==> src/rtl/program_loader_pkg.sv <==
// Shared CPU definitions: instruction width, default imem depth and the boot
// loader state encoding.
package program_loader_pkg;

  localparam int WORD_W     = 24;
  localparam int ADDR_W_DEF = 8;

  typedef logic [2:0] ld_state_t;

  localparam ld_state_t S_WAIT_HDR = 3'd0;
  localparam ld_state_t S_B0       = 3'd1;
  localparam ld_state_t S_B1       = 3'd2;
  localparam ld_state_t S_B2       = 3'd3;
  localparam ld_state_t S_WRITE    = 3'd4;
  localparam ld_state_t S_CHK      = 3'd5;
  localparam ld_state_t S_DONE     = 3'd6;
  localparam ld_state_t S_ERR      = 3'd7;

  // States in which the loader can take a byte from the stream.
  function automatic logic st_ready(input ld_state_t s);
    return (s != S_WRITE) && (s != S_DONE);
  endfunction

endpackage

==> src/rtl/program_loader.sv <==
// Boot-time loader: assembles big-endian 24-bit words from a byte stream,
// writes them to instruction memory and stalls the CPU until checksum passes.
module program_loader
  import program_loader_pkg::*;
#(
  parameter int ADDR_W = ADDR_W_DEF
) (
  input  logic              Clock,
  input  logic              Reset,
  input  logic              RxValid,
  input  logic [7:0]        RxData,
  output logic              RxReady,
  output logic              ImemWe,
  output logic [ADDR_W-1:0] ImemAddr,
  output logic [WORD_W-1:0] ImemWData,
  output logic              CpuHold,
  output logic              Done,
  output logic              Error
);

  // 2^ADDR_W words is a legal program, so limits and counts carry one extra bit.
  localparam logic [8:0] HDR_MAX = 9'(1 << ADDR_W);

  ld_state_t       state, nxt;
  logic [15:0]     word;
  logic [7:0]      acc;
  logic [8:0]      n;
  logic [ADDR_W:0] cnt, cnt_inc;
  logic            xfer, hdr_ok;

  assign xfer    = RxValid && RxReady;
  assign hdr_ok  = (RxData != 8'd0) && ({1'b0, RxData} <= HDR_MAX);
  assign cnt_inc = cnt + {{ADDR_W{1'b0}}, 1'b1};

  always_comb begin
    nxt = state;
    case (state)
      S_WAIT_HDR, S_ERR: if (xfer) nxt = hdr_ok ? S_B0 : S_ERR;
      S_B0:              if (xfer) nxt = S_B1;
      S_B1:              if (xfer) nxt = S_B2;
      S_B2:              if (xfer) nxt = S_WRITE;
      S_WRITE:           nxt = (9'(cnt_inc) == n) ? S_CHK : S_B0;
      S_CHK:             if (xfer) nxt = (RxData == acc) ? S_DONE : S_ERR;
      S_DONE:            nxt = S_DONE;
      default:           nxt = S_WAIT_HDR;
    endcase
  end

  always_ff @(posedge Clock) begin
    if (Reset) begin
      state     <= S_WAIT_HDR;
      word      <= '0;
      acc       <= '0;
      n         <= '0;
      cnt       <= '0;
      RxReady   <= 1'b1;
      ImemWe    <= 1'b0;
      ImemAddr  <= '0;
      ImemWData <= '0;
      CpuHold   <= 1'b1;
      Done      <= 1'b0;
      Error     <= 1'b0;
    end else begin
      state   <= nxt;
      // Outputs are decoded from the next state so they are registered yet
      // line up with the state they describe.
      RxReady <= st_ready(nxt);
      ImemWe  <= (nxt == S_WRITE);
      CpuHold <= (nxt != S_DONE);
      Done    <= (nxt == S_DONE);
      Error   <= (nxt == S_ERR);

      if (xfer) begin
        case (state)
          S_WAIT_HDR, S_ERR: begin
            if (hdr_ok) begin
              n   <= {1'b0, RxData};
              cnt <= '0;
              acc <= RxData;
            end
          end
          S_B0, S_B1: begin
            word <= {word[7:0], RxData};
            acc  <= acc ^ RxData;
          end
          S_B2: begin
            acc       <= acc ^ RxData;
            ImemWData <= {word, RxData};
            ImemAddr  <= cnt[ADDR_W-1:0];
          end
          default: ;
        endcase
      end

      if (state == S_WRITE) cnt <= cnt_inc;
    end
  end

endmodule

==> config.mk <==
export PLATFORM = sky130hd
export DESIGN_NAME = program_loader
export DESIGN_NICKNAME = d
export VERILOG_FILES = /design/src/rtl/program_loader_pkg.sv /design/src/rtl/program_loader.sv
export SDC_FILE = /design/constraint.sdc
export NUM_CORES = 1
export LEC_CHECK = 0
export CORE_MARGIN = 8
export CORE_UTILIZATION = 45
export DETAILED_ROUTE_END_ITERATION = 8
export HOLD_SLACK_MARGIN = 0.08
export PLACE_DENSITY_LB_ADDON = 0.2
export SYNTH_ARGS = -nofsm -noshare
export SYNTH_HDL_FRONTEND = slang
export SYNTH_SLANG_ARGS = --single-unit
==> constraint.sdc <==
create_clock -name Clock -period 6.2 [get_ports Clock]
set_input_delay 1.24 -clock Clock [delete_from_list [all_inputs] [get_ports Clock]]
set_output_delay 1.24 -clock Clock [all_outputs]
set_load 0.01 [all_outputs]
==> metrics.md, run 1 <==
| Metric | Value |
|---|---|
| Pin slew with the least headroom to its limit | `roughly 1.1 ns` |
| Number of routed nets with antenna violations | `0` |
| #FFs+latches synth | `roughly 80` |
| Num Clock Sinks | `81` |
| Count of antenna diodes in the layout | `0` |
| Reg2Reg Launch Point | `cnt[0]` |
| Worst setup margin | `3.10 ns` |
| Half-perimeter wire length of the detailed placement result | `roughly 5.6 mm` |
| TritonCTS clock tree | `built` |
| Crit path DAT | `around 3.4 ns` |
| DR iter-0 viols | `between 150 and 200` |
| Final period demand of the worst path | `between 3 and 4 ns` |
| Clock latency reported for the late side of the worst-skew pair | `between 0.3 and 0.4 ns` |
| Number of buffers added on ports | `47` |
| Cell area after placement | `4070 um^2` |
| Crit. Startpoint | `RxData[0]` |
| Number of setup violations in the final report | `0` |
| Via count of the first global-routing pass | `slightly below 3000` |
| Die span in y | `106 um` |
| Setup repair after global routing missed its margin | `false` |
| CTS root buf | `sky130_fd_sc_hd__clkbuf_8` |
| Final number of hold-violating endpoints | `0` |
| Worst min-delay path startpoint | `ImemWData[22]` |
| Final std cell area, no fill | `~4200 um^2` |
| Crit path capture type | `flip-flop` |
| Routed via count | `approximately 3100` |
| Cell count after synthesis | `440` |
| Synthesized area divided by synthesized cell count | `around 8.3 um^2` |
| Pin count of the biggest net entering global routing | `78` |
| Async S/R FF share, synth | `0%` |
| Buffer count from post-CTS setup fixing | `0` |
| Post-route DRC violation count | `0` |
| Status | `complete, no violations` |
| Syn. warnings | `0` |
| Clock-pin slew of the registers on the worst-case setup and hold paths | `0.09 ns` |
| Routed len/inst | `15.0 um` |
| Post-route fraction of the period consumed by the critical path | `around 50%` |
| Final Skew | `~0.013 ns` |
| Maximum level of the CTS H-tree | `3` |
| Bufs on Longest Clock Path | `2` |
| Post-synth EDFFs | `0` |
| Horiz. Die Dim | `106 um` |
| GRT Overall Usage | `15.6%` |
| Worst Reg-to-Reg Cells | `6` |
| Layout cells sized above 1 | `7.43%` |
| CTS buffer count | `9` |
| Post-synth cell types | `52` |
| Post-CTS resize count | `0` |
| Pwr/cell area | `around 320 nW/um^2` |
| Post-synth design cell area | `roughly 3600 um^2` |
| Sequential fraction of the synthesis area | `44.5%` |
| Num ports | `48` |
| Static leakage power | `around 1.4 nW` |
| Register area | `1620 um^2` |
| Area of the core | `a little over 8000 um^2` |
| Fill cells | `786` |
| Total congestion overflow | `0` |
| Net total in the final layout | `roughly 480` |
| Maximum clock frequency | `roughly 0.32 GHz` |
| Element type at the critical path start | `primary input` |
| WP data required | `~6.5 ns` |
| Setup WS pre-CTS | `2.79 ns` |
| GP Congestion | `roughly 0.8` |
| Via density per instance | `~5.4` |
| Row cnt | `33` |
| Max-Slew Margin vs Limit | `between 20% and 30%` |
| Max-slew violation count | `0` |
| Total area of multi-input combinational cells | `roughly 1800 um^2` |
| Wire length of the first global-routing pass | `14.5 mm` |
| Die outline area | `between 10000 and 15000 um^2` |
| Path class of the lowest-slack min-delay path | `reg -> reg` |
| Worst hold stages | `2` |
| IR Drop Worst-Case VDD | `0.128 mV` |
| Max-cap violation count | `0` |
| Post-Route WL | `8.62 mm` |
| CTS Hold Bufs | `0` |
| Top FF cell, synth | `sky130_fd_sc_hd__dfxtp_1` |
| Accumulated negative setup slack | `0 ns` |
| Worst setup path category | `in -> reg` |
| Number of antenna violations at the first check in global routing | `0` |
| Synthesis-to-finish area growth | `16.5%` |
| Initial DRT Pass Iterations | `4` |
| Effective utilization at floorplan | `a little under half` |
| CP Max Fanout | `8` |
| Synth Net Count | `roughly 450` |
-- logic make-up (layout without fill, tap and decap cells) --
family / count (synthesis) / count (layout) / synth area share, %
adders and majority gates: 1 / 1 / 0.343
muxes: 25 / 25 / 6.86
and+or+nand+nor: 173 / 173 / 22.0
buffers and inverters: 37 / 68 / 5.87
AOI/OAI and AO/OA: 106 / 106 / 16.4
DFF: 81 / 81 / 44.5
xor gates and xnor gates: 17 / 17 / 4.08
-- placed cells by master, fill, tap and decap left out, types with 3 or more instances in the layout --
cell type | netlist | layout
sky130_fd_sc_hd__xor2_1 | 3 | 3
sky130_fd_sc_hd__clkbuf_8 | 2 | 9
sky130_fd_sc_hd__and3_1 | 3 | 3
sky130_fd_sc_hd__buf_4 | 2 | 4
sky130_fd_sc_hd__nand2_1 | 85 | 85
sky130_fd_sc_hd__xnor2_1 | 14 | 14
sky130_fd_sc_hd__nor3_1 | 3 | 3
sky130_fd_sc_hd__or3_1 | 4 | 4
sky130_fd_sc_hd__a31oi_1 | 3 | 3
sky130_fd_sc_hd__nor2_1 | 45 | 45
sky130_fd_sc_hd__o21ai_0 | 34 | 34
sky130_fd_sc_hd__and2_1 | 3 | 3
sky130_fd_sc_hd__a21oi_1 | 53 | 53
sky130_fd_sc_hd__dfxtp_1 | 81 | 81
sky130_fd_sc_hd__nand3b_1 | 4 | 4
sky130_fd_sc_hd__clkdlybuf4s50_1 | 0 | 46
sky130_fd_sc_hd__nor2b_1 | 3 | 3
sky130_fd_sc_hd__nand4_1 | 4 | 4
sky130_fd_sc_hd__nand3_1 | 4 | 4
sky130_fd_sc_hd__mux2i_1 | 25 | 25
-- sequential cells by signal (all words and copies together) (netlist names) --
| signal | count |
|---|---|
| ImemWData | 24 |
| word | 16 |
| cnt | 9 |
| ImemAddr | 8 |
| acc | 8 |
| n | 8 |
| state | 3 |
| CpuHold | 1 |
| Done | 1 |
| Error | 1 |
| ImemWe | 1 |
| RxReady | 1 |
-- final cells by class --
cell class	count	share of cell area [%]
Timing Repair Buffer	51	11.7
Multi-Input combinational cell	322	42.8
Sequential cell	81	38.2
Tap cell	105	3.09
Clock inverter	6	1.18
Clock buffer	10	3.00
Inverter	1	0.0884
-- critical path: stages --
cell and delay, ns:
sky130_fd_sc_hd__clkdlybuf4s50_1 0.59, sky130_fd_sc_hd__nor4_2 0.46, sky130_fd_sc_hd__nand2_1 0.11, sky130_fd_sc_hd__a31oi_1 0.60
sky130_fd_sc_hd__o21ai_0 0.22, sky130_fd_sc_hd__a21oi_1 0.15
-- per-stage QoR --
step	power (mW)	hold WS (ns)	util [%]	cells
finish	1.38	0.458	52.8	576
global route	1.46	0.479	52.8	576
CTS	1.38	0.461	52.8	576
detailed placement	1.03	0.448	50.6	560
global placement	1.03	0.444	50.6	560
floorplan	0.963	0.431	-	440
-- final timing paths --
path	endpoint	slack, ns
setup / recovery	cnt[6]	3.10
hold / removal	ImemWData[22]	0.46
setup reg to reg	RxReady	3.73
hold reg to reg	ImemWData[22]	0.46
-- per-layer routing --
metal	part of all wire, %	GRT usage, %	vias up	wire length, um
met5	0	0	-	0
met4	1.8	7.04	0	155
met3	5.1	4.42	13	441
met2	47	24.4	67	4050
met1	46	19.4	1483	3980
li1	-	-	1548	-
-- cell usage after synthesis, types with 2 or more instances --
library cell                n  share of area (%)
sky130_fd_sc_hd__nor3_1     3               0.41
sky130_fd_sc_hd__clkbuf_8   2               0.75
sky130_fd_sc_hd__nand2_1   85                8.7
sky130_fd_sc_hd__o21ai_0   34                4.7
sky130_fd_sc_hd__nand4_1    4               0.69
sky130_fd_sc_hd__nor2_1    45                4.6
sky130_fd_sc_hd__nand3_1    4               0.55
sky130_fd_sc_hd__and3_1     3               0.51
sky130_fd_sc_hd__nor2b_1    3               0.51
sky130_fd_sc_hd__mux2i_1   25                6.9
sky130_fd_sc_hd__or3_1      4               0.69
sky130_fd_sc_hd__buf_2      2               0.27
sky130_fd_sc_hd__nor4_2     2               0.69
sky130_fd_sc_hd__buf_6      6                1.9
sky130_fd_sc_hd__buf_4      2               0.41
sky130_fd_sc_hd__a21oi_1   53                7.3
sky130_fd_sc_hd__and2_1     3               0.51
sky130_fd_sc_hd__nand3b_1   4               0.82
sky130_fd_sc_hd__xnor2_1   14                3.4
sky130_fd_sc_hd__dfxtp_1   81                 44
sky130_fd_sc_hd__clkbuf_1  23                2.4
sky130_fd_sc_hd__nor4_1     2               0.34
sky130_fd_sc_hd__xor2_1     3               0.72
sky130_fd_sc_hd__a31oi_1    3               0.51
sky130_fd_sc_hd__a211o_1    2               0.48
sky130_fd_sc_hd__o211ai_1   2               0.41
-- power by group --
| group | total [mW] | switching, mW | internal [mW] |
|---|---|---|---|
| Combinational | 0.382 | 0.221 | 0.161 |
| Sequential | 0.645 | 0.0676 | 0.577 |
| Clock | 0.352 | 0.202 | 0.150 |
| Total | 1.38 | 0.491 | 0.888 |
(Power assumes the default switching activity.)
==> run 2: changes to the inputs <==
Clock period 6.2 ns to 3 ns, I/O delays scaled along.
==> run 2 against run 1 <==
Compared with the run above: via count is 1.6% higher; sequential cell count stayed put; clock power is 120% higher; critical path depth stayed put; combinational power is 120% higher; utilization is 1.1 points higher; critical endpoint is now RxReady; highest routed layer unchanged.
==> metrics.md, run 2 (synthesized netlist as in run 1, its figures left out) <==
| Metric | Value |
|---|---|
| Status | `complete, no violations (unchanged)` |
| Crit path capture type | `flip-flop (unchanged)` |
| Number of antenna violations at the first check in global routing | `0 (unchanged)` |
| Crit-path cells | `ha_1 > nand3_4 > or3_1 > a2111oi_2 > nand4_1 > a211o_1 (was clkdlybuf4s50_1 > nor4_2 > nand2_1 > a31oi_1 > o21ai_0 > a21oi_1)` |
| Final Skew | `0.0115 ns (was 0.0131 ns)` |
| CP Max Fanout | `8 (unchanged)` |
| Number of setup violations in the final report | `0 (unchanged)` |
| Max-cap violation count | `0 (unchanged)` |
| Final period demand of the worst path | `2.49 ns` |
| Pin count of the biggest net entering global routing | `64 (was 78)` |
| Synthesis-to-finish area growth | `18.8% (was 16.5%)` |
| Pwr/cell area | `675 nW/um^2 (was 324 nW/um^2)` |
| Flip-flop count of the largest register, all copies and words added | `24 (unchanged)` |
| Largest regs | `ImemWData x24, word x16, cnt x9 (unchanged)` |
| CTS Hold Bufs | `0 (unchanged)` |
| GP Congestion | `0.846 (was 0.800)` |
| Most common cell after layout, fill and taps aside | `sky130_fd_sc_hd__nand2_1 (unchanged)` |
| Crit path buffers/inverters | `0 (was 1)` |
| Register-to-Register Setup Slack | `0.51 ns (was 3.73 ns)` |
| Effective utilization at floorplan | `45.3% (unchanged)` |
| Fill cells | `752 (was 786)` |
| CTS buffer count | `9 (unchanged)` |
| Clock-pin slew of the registers on the worst-case setup and hold paths | `0.09 ns (about the same)` |
| Crit. Startpoint | `cnt[0] (was RxData[0])` |
| Initial DRT Pass Iterations | `5 (was 4)` |
| TritonCTS clock tree | `built (unchanged)` |
| Wire length of the first global-routing pass | `14.9 mm (was 14.5 mm)` |
| Worst stage delay on the critical path | `0.48 ns (was 0.60 ns)` |
| Die span in y | `106 um (unchanged)` |
| Horiz. Die Dim | `106 um (unchanged)` |
| Count of antenna diodes in the layout | `0 (unchanged)` |
| Setup repair after global routing missed its margin | `false (unchanged)` |
| Worst Reg-to-Reg Cells | `6 (unchanged)` |
| Maximum level of the CTS H-tree | `3 (unchanged)` |
| GRT Overall Usage | `16.1% (was 15.6%)` |
| Post-Route WL | `8.89 mm (was 8.62 mm)` |
| Max-slew violation count | `0 (unchanged)` |
| Buffer count from post-CTS setup fixing | `0 (unchanged)` |
| Worst setup margin | `0.505 ns (was 3.10 ns)` |
| Termination of the worst setup path | `RxReady (was cnt[6])` |
| Bufs on Longest Clock Path | `2 (unchanged)` |
| Die outline area | `11200 um^2 (unchanged)` |
| Highest-count cells in the layout ignoring fill and taps | `sky130_fd_sc_hd__nand2_1, sky130_fd_sc_hd__dfxtp_1, sky130_fd_sc_hd__a21oi_1, sky130_fd_sc_hd__clkdlybuf4s50_1, sky130_fd_sc_hd__nor2_1 (unchanged)` |
| Element type at the critical path start | `flip-flop (was primary input)` |
| Hold_ws | `0.458 ns (about the same)` |
| Number of cells on the critical path | `6 (unchanged)` |
| Via count of the first global-routing pass | `2997 (was 2952)` |
| Post-CTS resize count | `0 (unchanged)` |
| DR iter-0 viols | `180 (was 176)` |
| Pin slew with the least headroom to its limit | `1.12 ns (was 1.11 ns)` |
| Num Clock Sinks | `81 (unchanged)` |
| Max-Slew Margin vs Limit | `25.1% (was 26.0%)` |
| Worst min-delay path startpoint | `ImemWData[22] (unchanged)` |
| Number of buffers added on ports | `47 (unchanged)` |
| CTS root buf | `sky130_fd_sc_hd__clkbuf_8 (unchanged)` |
| Final core utilization | `53.8% (was 52.8%)` |
| Clock latency reported for the late side of the worst-skew pair | `0.35 ns (about the same)` |
| Routed via count | `3160 (was 3111)` |
| Post-route DRC violation count | `0 (unchanged)` |
| Register name with the most flops | `ImemWData (unchanged)` |
| Routed len/inst | `15.2 um (was 15.0 um)` |
| Setup WS pre-CTS | `0.330 ns (was 2.79 ns)` |
| Worst setup path category | `reg -> reg (was in -> reg)` |
| Number of routed nets with antenna violations | `0 (unchanged)` |
| Total power | `2.93 mW (was 1.38 mW)` |
| Final number of hold-violating endpoints | `0 (unchanged)` |
| Cell family with most CP delay | `compound AO/OA/AOI/OAI gates (unchanged)` |
| Half-perimeter wire length of the detailed placement result | `5.91 mm (was 5.62 mm)` |
| Num ports | `48 (unchanged)` |
| Static leakage power | `1.45 nW (was 1.40 nW)` |
| Worst hold stages | `2 (unchanged)` |
| Highest-delay cell along the critical path | `sky130_fd_sc_hd__dfxtp_1 (was sky130_fd_sc_hd__a31oi_1)` |
| Post-route fraction of the period consumed by the critical path | `between 80% and 90%` |
| Worst r2r dst | `RxReady (unchanged)` |
| IR Drop Worst-Case VDD | `0.384 mV (was 0.128 mV)` |
| Maximum clock frequency | `approximately 0.40 GHz` |
| Via density per instance | `5.39 (was 5.40)` |
| Path class of the lowest-slack min-delay path | `reg -> reg (unchanged)` |
| Layout cells sized above 1 | `9.56% (was 7.43%)` |
| Accumulated negative setup slack | `0 ns (unchanged)` |
| Area of the core | `8050 um^2 (unchanged)` |
| Total congestion overflow | `0 (unchanged)` |
| Reg2Reg Launch Point | `cnt[0] (unchanged)` |
| Row cnt | `33 (unchanged)` |
| WP data required | `3.24 ns (was 6.48 ns)` |
| Crit path DAT | `2.73 ns (was 3.38 ns)` |
| Net total in the final layout | `488 (was 478)` |
-- run 2: layer usage --
layer  up-vias  routed length [um]  global-route usage, %
li1       1577                   -                      -
met1      1477                4110                   20.2
met2        98                4030                   24.9
met3         8                 639                   5.44
met4         0                 112                   5.93
met5         -                   0                      0
-- run 2: how the worst min path moves through the flow --
stage          slack (ns)       endpoint
6_report             0.46  ImemWData[22]
3_5_place_dp         0.45  ImemWData[22]
5_1_grt              0.47  ImemWData[23]
3_3_place_gp         0.44   ImemWData[7]
2_1_floorplan        0.43  ImemWData[16]
4_1_cts              0.46  ImemWData[23]
-- run 2: area by class of cell --
| type | instances | area, um^2 | share of cell area (%) |
|---|---|---|---|
| tap | 105 | 131 | 3.03 |
| inverter | 1 | 3.75 | 0.0866 |
| clock inverter | 6 | 50.0 | 1.16 |
| sequential | 81 | 1620 | 37.4 |
| multi-input combinational | 322 | 1820 | 42.0 |
| clock buffer | 10 | 138 | 3.18 |
| timing repair buffer | 61 | 571 | 13.2 |
-- run 2: power by group --
part / internal [mW] / switching (mW)
clock network: 0.332 / 0.431
registers: 1.19 / 0.136
logic: 0.361 / 0.474
-- run 2: metrics by stage --
step                      cell area (um^2)  cells
after floorplan                       3650    440
final                                 4330    586
after CTS                             4330    586
after detailed placement              4150    570
after global routing                  4330    586
after global placement                4150    570
-- run 2: worst min-delay path, delay by kind of cell, from the launching register on --
| family | cells | cell delay, ns |
|---|---|---|
| compound gates | 1 | 0.05 |
| flops | 1 | 0.32 |
| simple gates | 1 | 0.05 |
